===== config.mk =====
export PLATFORM = sky130hd
export DESIGN_NAME = lock_supervisor
export DESIGN_NICKNAME = d
export VERILOG_FILES = /design/src/rtl/lock_supervisor.sv
export SDC_FILE = /design/constraint.sdc
export NUM_CORES = 1
export LEC_CHECK = 0
export CORE_UTILIZATION = 35
export DETAILED_ROUTE_END_ITERATION = 7
export PLACE_DENSITY = 0.61
export SLEW_MARGIN = 0
export SYNTH_ARGS = -nofsm -noshare
export SYNTH_HDL_FRONTEND = slang
export SYNTH_SLANG_ARGS = --single-unit
export TNS_END_PERCENT = 30

===== constraint.sdc =====
create_clock -name clk -period 3.24 [get_ports clk]
set_input_delay 0.324 -clock clk [delete_from_list [all_inputs] [get_ports clk]]
set_output_delay 0.324 -clock clk [all_outputs]
set_load 0.005 [all_outputs]

===== src/rtl/lock_supervisor.sv =====
// lock_supervisor: turns lock-FSM grants into a timed door pulse and
// enforces a timed lockout (siren + lock FSM reset) after MAX_FAILS alarms.
//
// Ports:
//   clk         rising-edge clock
//   rst         synchronous active-high reset
//   openlock    unlock grant level from the lock FSM
//   alarm       wrong-code level from the lock FSM
//   door_unlock door actuator drive (registered)
//   siren       siren drive (registered)
//   lockout     lockout status (registered)
//   lock_rst    reset request to the lock FSM (registered)
//   fail_count  consecutive failed attempts (registered)
module lock_supervisor #(
  parameter int unsigned MAX_FAILS      = 3,
  parameter int unsigned UNLOCK_HOLD    = 8,
  parameter int unsigned LOCKOUT_CYCLES = 16,
  parameter int unsigned CNT_W          = 8
) (
  input  logic             clk,
  input  logic             rst,
  input  logic             openlock,
  input  logic             alarm,
  output logic             door_unlock,
  output logic             siren,
  output logic             lockout,
  output logic             lock_rst,
  output logic [CNT_W-1:0] fail_count
);

  localparam logic [CNT_W-1:0] MAX_C  = CNT_W'(MAX_FAILS);
  localparam logic [CNT_W-1:0] HOLD_C = CNT_W'(UNLOCK_HOLD - 1);
  localparam logic [CNT_W-1:0] LOCK_C = CNT_W'(LOCKOUT_CYCLES - 1);

  typedef enum logic [1:0] {
    S_IDLE     = 2'd0,
    S_UNLOCKED = 2'd1,
    S_LOCKOUT  = 2'd2
  } state_e;

  state_e           state_q, state_d;
  logic [CNT_W-1:0] timer_q, timer_d;
  logic [CNT_W-1:0] fail_q, fail_d;
  logic             open_prev_q, alarm_prev_q;
  logic             door_q, door_d;
  logic             lock_q, lock_d;

  logic             open_rise;
  logic             alarm_rise;
  logic [CNT_W-1:0] fail_inc;

  assign open_rise  = openlock & ~open_prev_q;
  assign alarm_rise = alarm & ~alarm_prev_q;
  assign fail_inc   = fail_q + CNT_W'(1);

  always_comb begin
    state_d = state_q;
    timer_d = timer_q;
    fail_d  = fail_q;
    case (state_q)
      S_IDLE, S_UNLOCKED: begin
        if (alarm_rise) begin
          // alarm beats a simultaneous grant and aborts an open door
          if (fail_inc == MAX_C) begin
            state_d = S_LOCKOUT;
            timer_d = LOCK_C;
            fail_d  = '0;
          end else begin
            state_d = S_IDLE;
            timer_d = '0;
            fail_d  = fail_inc;
          end
        end else if (open_rise) begin
          state_d = S_UNLOCKED;
          timer_d = HOLD_C;
          fail_d  = '0;
        end else if (state_q == S_UNLOCKED) begin
          if (timer_q == '0) begin
            state_d = S_IDLE;
          end else begin
            timer_d = timer_q - CNT_W'(1);
          end
        end
      end
      S_LOCKOUT: begin
        if (timer_q == '0) begin
          state_d = S_IDLE;
        end else begin
          timer_d = timer_q - CNT_W'(1);
        end
      end
      default: begin
        state_d = S_IDLE;
        timer_d = '0;
        fail_d  = '0;
      end
    endcase
  end

  // outputs are registered from the next state so they move on the
  // same edge that samples the event
  always_comb begin
    door_d = (state_d == S_UNLOCKED);
    lock_d = (state_d == S_LOCKOUT);
  end

  always_ff @(posedge clk) begin
    if (rst) begin
      state_q      <= S_IDLE;
      timer_q      <= '0;
      fail_q       <= '0;
      open_prev_q  <= 1'b0;
      alarm_prev_q <= 1'b0;
      door_q       <= 1'b0;
      lock_q       <= 1'b0;
    end else begin
      state_q      <= state_d;
      timer_q      <= timer_d;
      fail_q       <= fail_d;
      open_prev_q  <= openlock;
      alarm_prev_q <= alarm;
      door_q       <= door_d;
      lock_q       <= lock_d;
    end
  end

  assign door_unlock = door_q;
  assign siren       = lock_q;
  assign lockout     = lock_q;
  assign lock_rst    = lock_q;
  assign fail_count  = fail_q;

endmodule


==> flow_summary.yaml, run 1 <==
timing:
  clock_skew_ps: 7.114
  hold_viol_final: 0
  min_period_over_period: 0.6227
  fmax_ghz: 0.4957
  tightest_slew_ps: 636.2
  post-route-min-period_ps: 2018
  tns_ps: 0
  drv_slew: 0
  rsz0062_at_grt: "false"
  setup_viol: 0
  holdWs_ps: 517.2
  slew_headroom: 0.5703
pwr:
  ir_drop_mv: 0.1618
  power_density_nw_per_um2: 431.7
  power_leakage_nw: 0.5088
routing:
  wl_um: 2864
  drt_iter0_drc: 106
  drcViolationCount: 0
  vias: 1194
  wl_per_cell_um: 13.45
  ant_nets: 0
  viasPerCell: 5.606
  firstDrtPassIters: 4
clocking:
  cts.reportedPaths.clkPinSlew_ps: 80
  cts_num_sinks: 22
  htreeDepth: 1
  cts_buffers: 3
  clk_latency_ps: 260
  holdBufCountCts: 0
  cts_root_buffer: "clkbuf_8"
  cts_tree: "done"
  cts_resized: 0
  postCtsSetupBuffers: 0
  cts_buffer_depth: 2
cells_and_area:
  final_common_cell: "dfxtp_1"
  drive_gt1_frac: 0.05389
  fillers: 341
  antenna_cells: 0
  multi_input_area_sq_um: 773.2
  area_growth_pct: 14.87
  mostFrequentLayoutCells: "22 x dfxtp_1, 15 x clkdlybuf4s50_1, 14 x a21oi_1, 14 x nor2_1, 10 x nand3_1"
  regArea_sq_um: 440.4
  nNetsFinal: 176
synth:
  synthCells: 159
  ys_ff_latch: 22
  synth_seq_area_share: 0.3398
  synth_flop_cell: "dfxtp_1"
  synth.distinct_cells: 47
  syn_avg_cell_area_sq_um: 8.152
  synth-async-reset-ratio: 0
  synth_nets: 166
  synth_edf_count: 0
  ys_warn_count: 0
  synth_area_sq_um: 1296
place:
  dp_hpwl_um: 2133
  io_buffers: 15
  gp_congestion: 0.8500
floorplanning:
  num_rows: 21
  die-area_sq_um: 3951
  num_io_pins: 16
  initial_core_util: 0.3766
  dieWidth_um: 62.86
  core_sq_um: 3442
  die_height_um: 62.86
run_status:
  outcome: "finished clean"
setup_path:
  critPathBufInv: 1
  path_delay_family: "simple AND/OR/NAND/NOR gates"
  cpPeakStageDelay_ps: 520
  cp-end-kind: "flop"
  cp_slowest_cell: "nor2b_1"
  cp_data_arrival_time_ps: 2200
  crit_chain: "clkdlybuf4s50_1, nor2b_1, nand2_1, or3_1, a21oi_1"
  cp_data_required_time_ps: 3420
  start_kind: "input port"
  path_class: "input port to flop"
  path_max_fanout: 10
grt:
  grt_pass1_wl_um: 4864
  grt.total_usage: 0.1542
  grt_overflow: 0
  antenna_found_initial: 0
  grt_pass1_vias: 1093
  grt_max_degree: 17
worst_hold_path:
  hold_path_class: "flop to flop"
flow_run:
  max_cap_viol_count: 0
final cells by class:
class / count / share of cell area
flip-flops and latches: 22 / 0.2958
multi-input cells: 120 / 0.5193
well taps: 46 / 0.03866
repair buffers: 15 / 0.1008
clock buffers: 3 / 0.02773
inverters: 7 / 0.01765
where the power goes:
part / internal (W) / switching, W / leakage (nW)
registers: 0.000288 / 0.0000224 / 0.180
clock network: 0.0000827 / 0.0000811 / 0.0216
logic: 0.0000735 / 0.0000951 / 0.307
total: 0.000444 / 0.000199 / 0.509
synth_stat cells, types with 2 or more instances:
| master | number | area [sq um] |
|---|---|---|
| a41oi_1 | 2 | 17.52 |
| dfxtp_1 | 22 | 440.4 |
| a21oi_1 | 14 | 70.07 |
| ha_1 | 3 | 37.54 |
| nand4_1 | 2 | 12.51 |
| clkbuf_1 | 4 | 15.01 |
| xor2_1 | 4 | 35.03 |
| nand2_1 | 6 | 22.52 |
| nor2_1 | 14 | 52.55 |
| o31a_1 | 3 | 26.28 |
| o21ai_0 | 8 | 40.04 |
| o41ai_1 | 4 | 35.03 |
| a31oi_1 | 3 | 18.77 |
| o211ai_1 | 2 | 15.01 |
| a21o_1 | 2 | 15.01 |
| inv_1 | 7 | 26.28 |
| and2_1 | 2 | 12.51 |
| a211oi_1 | 2 | 15.01 |
| buf_2 | 3 | 15.01 |
| nor3_1 | 6 | 30.03 |
| nand3_1 | 10 | 50.05 |
| nor4_1 | 2 | 12.51 |
| and3_1 | 2 | 12.51 |
| nor2b_1 | 6 | 37.54 |
| buf_4 | 2 | 15.01 |
| xnor2_1 | 3 | 26.28 |
per-stage QoR:
stage	std cells	power, W	instance area, sq um	setup WS (ps)	utilization
global placement	210	0.0004823	1448	1040	0.4206
finish	213	0.0006428	1489	1222	0.4326
floorplan	159	0.0004461	1296	1498	-
global route	213	0.0006808	1489	1071	0.4326
CTS	213	0.0006484	1489	1242	0.4326
detailed placement	210	0.0004834	1448	974.4	0.4206
path summary, 6_finish.rpt:
kind | startpoint | end | slack, ps | cells after the start
setup / recovery | alarm | fail_count[3]$_SDFFE_PP0P_ | 1220 | 5
hold / removal | fail_count[7]$_SDFFE_PP0P_ | fail_count[7]$_SDFFE_PP0P_ | 520 | 2
setup reg to reg | timer_q[0]$_SDFFE_PP0P_ | timer_q[3]$_SDFFE_PP0P_ | 1240 | 7
hold reg to reg | fail_count[7]$_SDFFE_PP0P_ | fail_count[7]$_SDFFE_PP0P_ | 520 | 2
state kept, by name, summed over array words and instances, names as in the netlist:
signal,count
fail_count,8
lock_rst,1
timer_q,8
door_unlock,1
state_q,2
alarm_prev_q,1
open_prev_q,1
metal layers:
layer,GRT usage,share of wire,vias to the layer above
met3,0.02372,0.033,4
met2,0.2745,0.48,32
met4,0.06686,0.013,0
li1,-,-,609
met1,0.1811,0.47,549
met5,0,0,-
cell families (layout without fill, tap and decap cells):
kind of cell | after synthesis | after routing | synth area share
and+or+nand+nor | 60 | 60 | 0.2606
buffers and inverters | 17 | 25 | 0.06370
adders and majority gates | 3 | 3 | 0.02896
DFF | 22 | 22 | 0.3398
AOI/OAI and AO/OA | 50 | 50 | 0.2597
xor gates and xnor gates | 7 | 7 | 0.04730
worst min-delay path, cell delays in order (launching register included):
cell     delay [ps]
dfxtp_1         340
o21ai_0          80
a21oi_1          60
(Power assumes the default switching activity.)
==> run 2: changes to the inputs <==
clock period = 2.07 ns   (was 3.24 ns; I/O delays follow)
==> run 2 against run 1 <==
  * Non-clock buffer count grew 6
  * Sequential share of layout area fell by 1.1 points
  * First-iteration DRC count down 11%
  * Register-to-register slack worse by 1100 ps
  * Power rose by 67%
  * Sequential power increased by 56%
  * Critical endpoint is now timer_q[1]$_SDFFE_PP0P_
  * Clock skew is 1.9 ps lower
  * Count of clock-buffer cells in the layout rose by 1
  * Cell area is 3.9% higher
==> flow_summary.yaml, run 2 (same netlist as run 1, synthesis figures left out) <==
routing:
  firstDrtPassIters: 4
  drt_iter0_drc: 94
  wl_um: 3105
  viasPerCell: 5.741
  vias: 1263
  drcViolationCount: 0
  wl_per_cell_um: 14.11
  ant_nets: 0
grt:
  grt.total_usage: 0.1750
  grt_max_degree: 14
  grt_overflow: 0
  busiest_layer: "met2"
  grt_pass1_vias: 1194
  grtUsageMet2: 0.3003
  met3_usage: 0.04015
  grtUsageMet1: 0.1923
  antenna_found_initial: 0
  grt_pass1_wl_um: 5368
clocking:
  cts_tree: "done"
  holdBufCountCts: 0
  cts.reportedPaths.clkPinSlew_ps: 80
  postCtsSetupBuffers: 0
  htreeDepth: 1
  cts_root_buffer: "clkbuf_8"
  cts_buffers: 3
  clk_latency_ps: 260
  cts_num_sinks: 22
  cts_resized: 0
  cts_buffer_depth: 2
floorplanning:
  die_height_um: 62.86
  num_rows: 21
  dieWidth_um: 62.86
  num_io_pins: 16
  core_sq_um: 3442
  initial_core_util: 0.3766
  die-area_sq_um: 3951
timing:
  min_period_over_period: 0.9147
  setup_slack_ps: 176.7
  tns_ps: 0
  fmax_ghz: 0.5282
  tightest_slew_ps: 637.5
  holdWs_ps: 520.7
  rsz0062_at_grt: "false"
  post-route-min-period_ps: 1893
  hold_viol_final: 0
  setup_viol: 0
  drv_slew: 0
  slew_headroom: 0.5724
  clock_skew_ps: 5.226
cells_and_area:
  nNetsFinal: 182
  fillers: 340
  mostFrequentLayoutCells: "22 x dfxtp_1, 15 x clkdlybuf4s50_1, 14 x a21oi_1, 14 x nor2_1, 10 x nand3_1"
  final_common_cell: "dfxtp_1"
  drive_gt1_frac: 0.09195
  multi_input_area_sq_um: 773.2
  layout.core_utilization: 0.4497
  area_growth_pct: 19.40
  antenna_cells: 0
  regArea_sq_um: 440.4
setup_path:
  path_class: "flop to flop"
  path_max_fanout: 5
  r2r_cells: 7
  cpPeakStageDelay_ps: 520
  cp_data_required_time_ps: 2270
  crit_chain: "inv_1, ha_1, or4b_4, o21ai_2, o211ai_1, a41o_1, a31oi_1"
  start_kind: "flop"
  cp_slowest_cell: "or4b_4"
  cp_data_arrival_time_ps: 2090
  cp-end-kind: "flop"
pwr:
  ir_drop_mv: 0.4547
  power_density_nw_per_um2: 692.5
  power_leakage_nw: 0.5439
flow_run:
  max_cap_viol_count: 0
place:
  dp_hpwl_um: 2295
  pre_cts_slack_ps: 136.3
  gp_congestion: 0.8371
  io_buffers: 15
worst_hold_path:
  hold_path_class: "input port to flop"
  hold_depth: 2
run_status:
  outcome: "finished clean"
==> run 2: changes by cell type in the layout (fill, tap and decap cells not counted), sizes merged <==
cell	previous run	this run
buf	0	6
clkbuf	3	4
==> run 2: worst max-delay path, delay by kind of cell (launching register included) <==
family          cells  cell delay, ps
flops               1             350
fa+ha+maj           1             220
simple gates        1             520
buf+inv             1              80
compound gates      4             650
==> run 2: power breakdown <==
part	internal, W	leakage [nW]	switching [W]
logic	0.000123	0.335	0.000155
registers	0.000451	0.180	0.0000333
clock network	0.000170	0.0288	0.000140
==> run 2: cell type report <==
class / count / share of cell area
inverter: 7 / 0.01698
tap: 46 / 0.03719
multi-input combinational: 120 / 0.4996
timing repair buffer: 21 / 0.1261
sequential: 22 / 0.2846
clock buffer: 4 / 0.03557
==> run 2: final timing paths <==
kind | start | end | slack, ps
hold reg to reg | fail_count[7]$_SDFFE_PP0P_ | fail_count[7]$_SDFFE_PP0P_ | 520
setup / recovery | timer_q[0]$_SDFFE_PP0P_ | timer_q[1]$_SDFFE_PP0P_ | 180
setup reg to reg | timer_q[0]$_SDFFE_PP0P_ | timer_q[1]$_SDFFE_PP0P_ | 180
hold / removal | openlock | open_prev_q$_SDFF_PP0_ | 520
==> run 2: stage by stage <==
stage               total power (W)  area, sq um  instances
detailed placement        0.0007697         1493        216
CTS                        0.001087         1548        220
floorplan                 0.0006983         1296        159
global route               0.001154         1548        220
finish                     0.001072         1548        220
global placement          0.0007662         1493        216
==> run 2: per-layer routing <==
metal	up-vias	part of all wire	routed length, um
met4	0	0.029	90
met3	8	0.032	98
li1	623	-	-
met5	-	0	0
met1	595	0.46	1421
met2	37	0.48	1495
==> run 3: changes to the inputs <==
CORE_ASPECT_RATIO = 0.7   (was default)
CORE_MARGIN = 1   (was default)
SKIP_CTS_REPAIR_TIMING = 1   (was default)
==> run 3 against run 2 <==
  * Sequential power hardly changed
  * Register-to-register slack worse by 40 ps
  * Hold slack worse by 9.6 ps
  * Cell area is 2.3% higher
  * Count of clock-buffer cells in the layout is 1 lower
  * Critical endpoint unchanged
  * Via count is 2.1% lower
  * Critical path type unchanged
==> flow_summary.yaml, run 3 (same netlist as run 1, synthesis figures left out) <==
run_status:
  outcome: "finished clean"
timing:
  setup_slack_ps: 136.4
  slew_headroom: 0.6754
  drv_slew: 0
  fmax_ghz: 0.5172
  rsz0062_at_grt: "false"
  setup_viol: 0
  tns_ps: 0
  min_period_over_period: 0.9341
  tightest_slew_ps: 485.6
  holdWs_ps: 511.1
  hold_viol_final: 0
  post-route-min-period_ps: 1934
  clock_skew_ps: 9.528
place:
  gp_congestion: 0.8313
  dp_hpwl_um: 2258
  dp_cells: 222
  pre_cts_slack_ps: 97.19
  io_buffers: 15
floorplanning:
  num_io_pins: 16
  initial_core_util: 0.3666
  die_height_um: 52.92
  core_sq_um: 3536
  num_rows: 18
  die-area_sq_um: 3955
  dieWidth_um: 74.74
pwr:
  pwr-share-comb: 0.247
  netSwitchingPower_w: 0.0003267
  pwr-share-seq: 0.413
  ir_drop_mv: 0.4379
  power_leakage_nw: 0.5609
  clockPowerShare: 0.340
  power_density_nw_per_um2: 735.1
  p_int_w: 0.0008378
  sw_frac_of_total: 0.2805
cells_and_area:
  mostFrequentLayoutCells: "22 x dfxtp_1, 15 x clkdlybuf4s50_1, 14 x a21oi_1, 14 x nor2_1, 10 x nand3_1"
  antenna_cells: 0
  area_growth_pct: 22.20
  drive_gt1_frac: 0.1023
  layout.core_utilization: 0.4480
  nNetsFinal: 184
  final_common_cell: "dfxtp_1"
  instances_no_fill: 226
routing:
  firstDrtPassIters: 4
  vias: 1237
  drcViolationCount: 0
  viasPerCell: 5.473
  ant_nets: 0
  wl_per_cell_um: 13.58
  wl_um: 3068
  drt_iter0_drc: 133
setup_path:
  cp_data_arrival_time_ps: 2120
  path_max_fanout: 13
  path_class: "flop to flop"
  cp_slowest_cell: "dfxtp_1"
  crit_chain: "and4_1, a21oi_1, nor4b_2, nand2_1, a31oi_1"
  cp-end-kind: "flop"
  start_kind: "flop"
  cpPeakStageDelay_ps: 600
  cp_data_required_time_ps: 2260
  r2r_cells: 5
grt:
  antenna_found_initial: 0
  grt_pass1_wl_um: 4947
  grt_pass1_vias: 1054
  grt_overflow: 0
  grt.total_usage: 0.1692
  grt_max_degree: 16
clocking:
  htreeDepth: 1
  cts_buffers: 3
  cts.reportedPaths.clkPinSlew_ps: 80
  cts_tree: "done"
  cts_num_sinks: 22
  cts_root_buffer: "clkbuf_8"
  cts_buffer_depth: 2
  clk_latency_ps: 270
flow_run:
  max_cap_viol_count: 0
worst_hold_path:
  hold_path_class: "flop to flop"
  hold_depth: 2
[run 3: cell types whose count changed in the layout (fill, tap and decap cells not counted)]
cell	change
bufinv_16	+1
buf_4	+2
clkbuf_8	-1
[run 3: worst max-delay path, delay by kind of cell (launching register included)]
family | cells | cell delay (ps)
flip-flops | 1 | 600
AO/OA/AOI/OAI | 2 | 290
AND/OR/NAND/NOR | 3 | 960
[run 3: layer usage]
layer	share of wire	up-vias	track usage
met5	0	-	0
met3	0.050	0	0.04571
met2	0.45	35	0.2508
met1	0.50	576	0.2410
met4	0	0	0.04088
li1	-	626	-
[run 3: power groups by stage]
stage | Combinational (W) | Clock [W] | Sequential, W
floorplan | 0.000212 | 0 | 0.000486
global placement | 0.000283 | 0 | 0.000489
detailed placement | 0.000284 | 0 | 0.000490
CTS | 0.000286 | 0.000407 | 0.000480
global route | 0.000325 | 0.000425 | 0.000485
finish | 0.000288 | 0.000396 | 0.000481
[run 3: cell type report]
| class | instances | area [sq um] |
|---|---|---|
| fillers | 357 | 1952 |
| clock inverters | 1 | 30.03 |
| well taps | 50 | 62.56 |
| multi-input cells | 120 | 773.2 |
| repair buffers | 23 | 210.2 |
| clock buffers | 3 | 41.29 |
| inverters | 7 | 26.28 |
| flip-flops and latches | 22 | 440.4 |
[run 3: per-stage QoR]
stage          total power, W  area [sq um]
2_1_floorplan       0.0006983          1296
3_3_place_gp        0.0007719          1513
3_5_place_dp        0.0007742          1513
4_1_cts              0.001173          1584
5_1_grt              0.001235          1584
6_report             0.001164          1584
[run 3: final timing paths]
check,from,to,slack (ps)
max,fail_count[4]$_SDFFE_PP0P_,timer_q[1]$_SDFFE_PP0P_,140
min,fail_count[7]$_SDFFE_PP0P_,fail_count[7]$_SDFFE_PP0P_,510
max reg2reg,fail_count[4]$_SDFFE_PP0P_,timer_q[1]$_SDFFE_PP0P_,140
min reg2reg,fail_count[7]$_SDFFE_PP0P_,fail_count[7]$_SDFFE_PP0P_,510
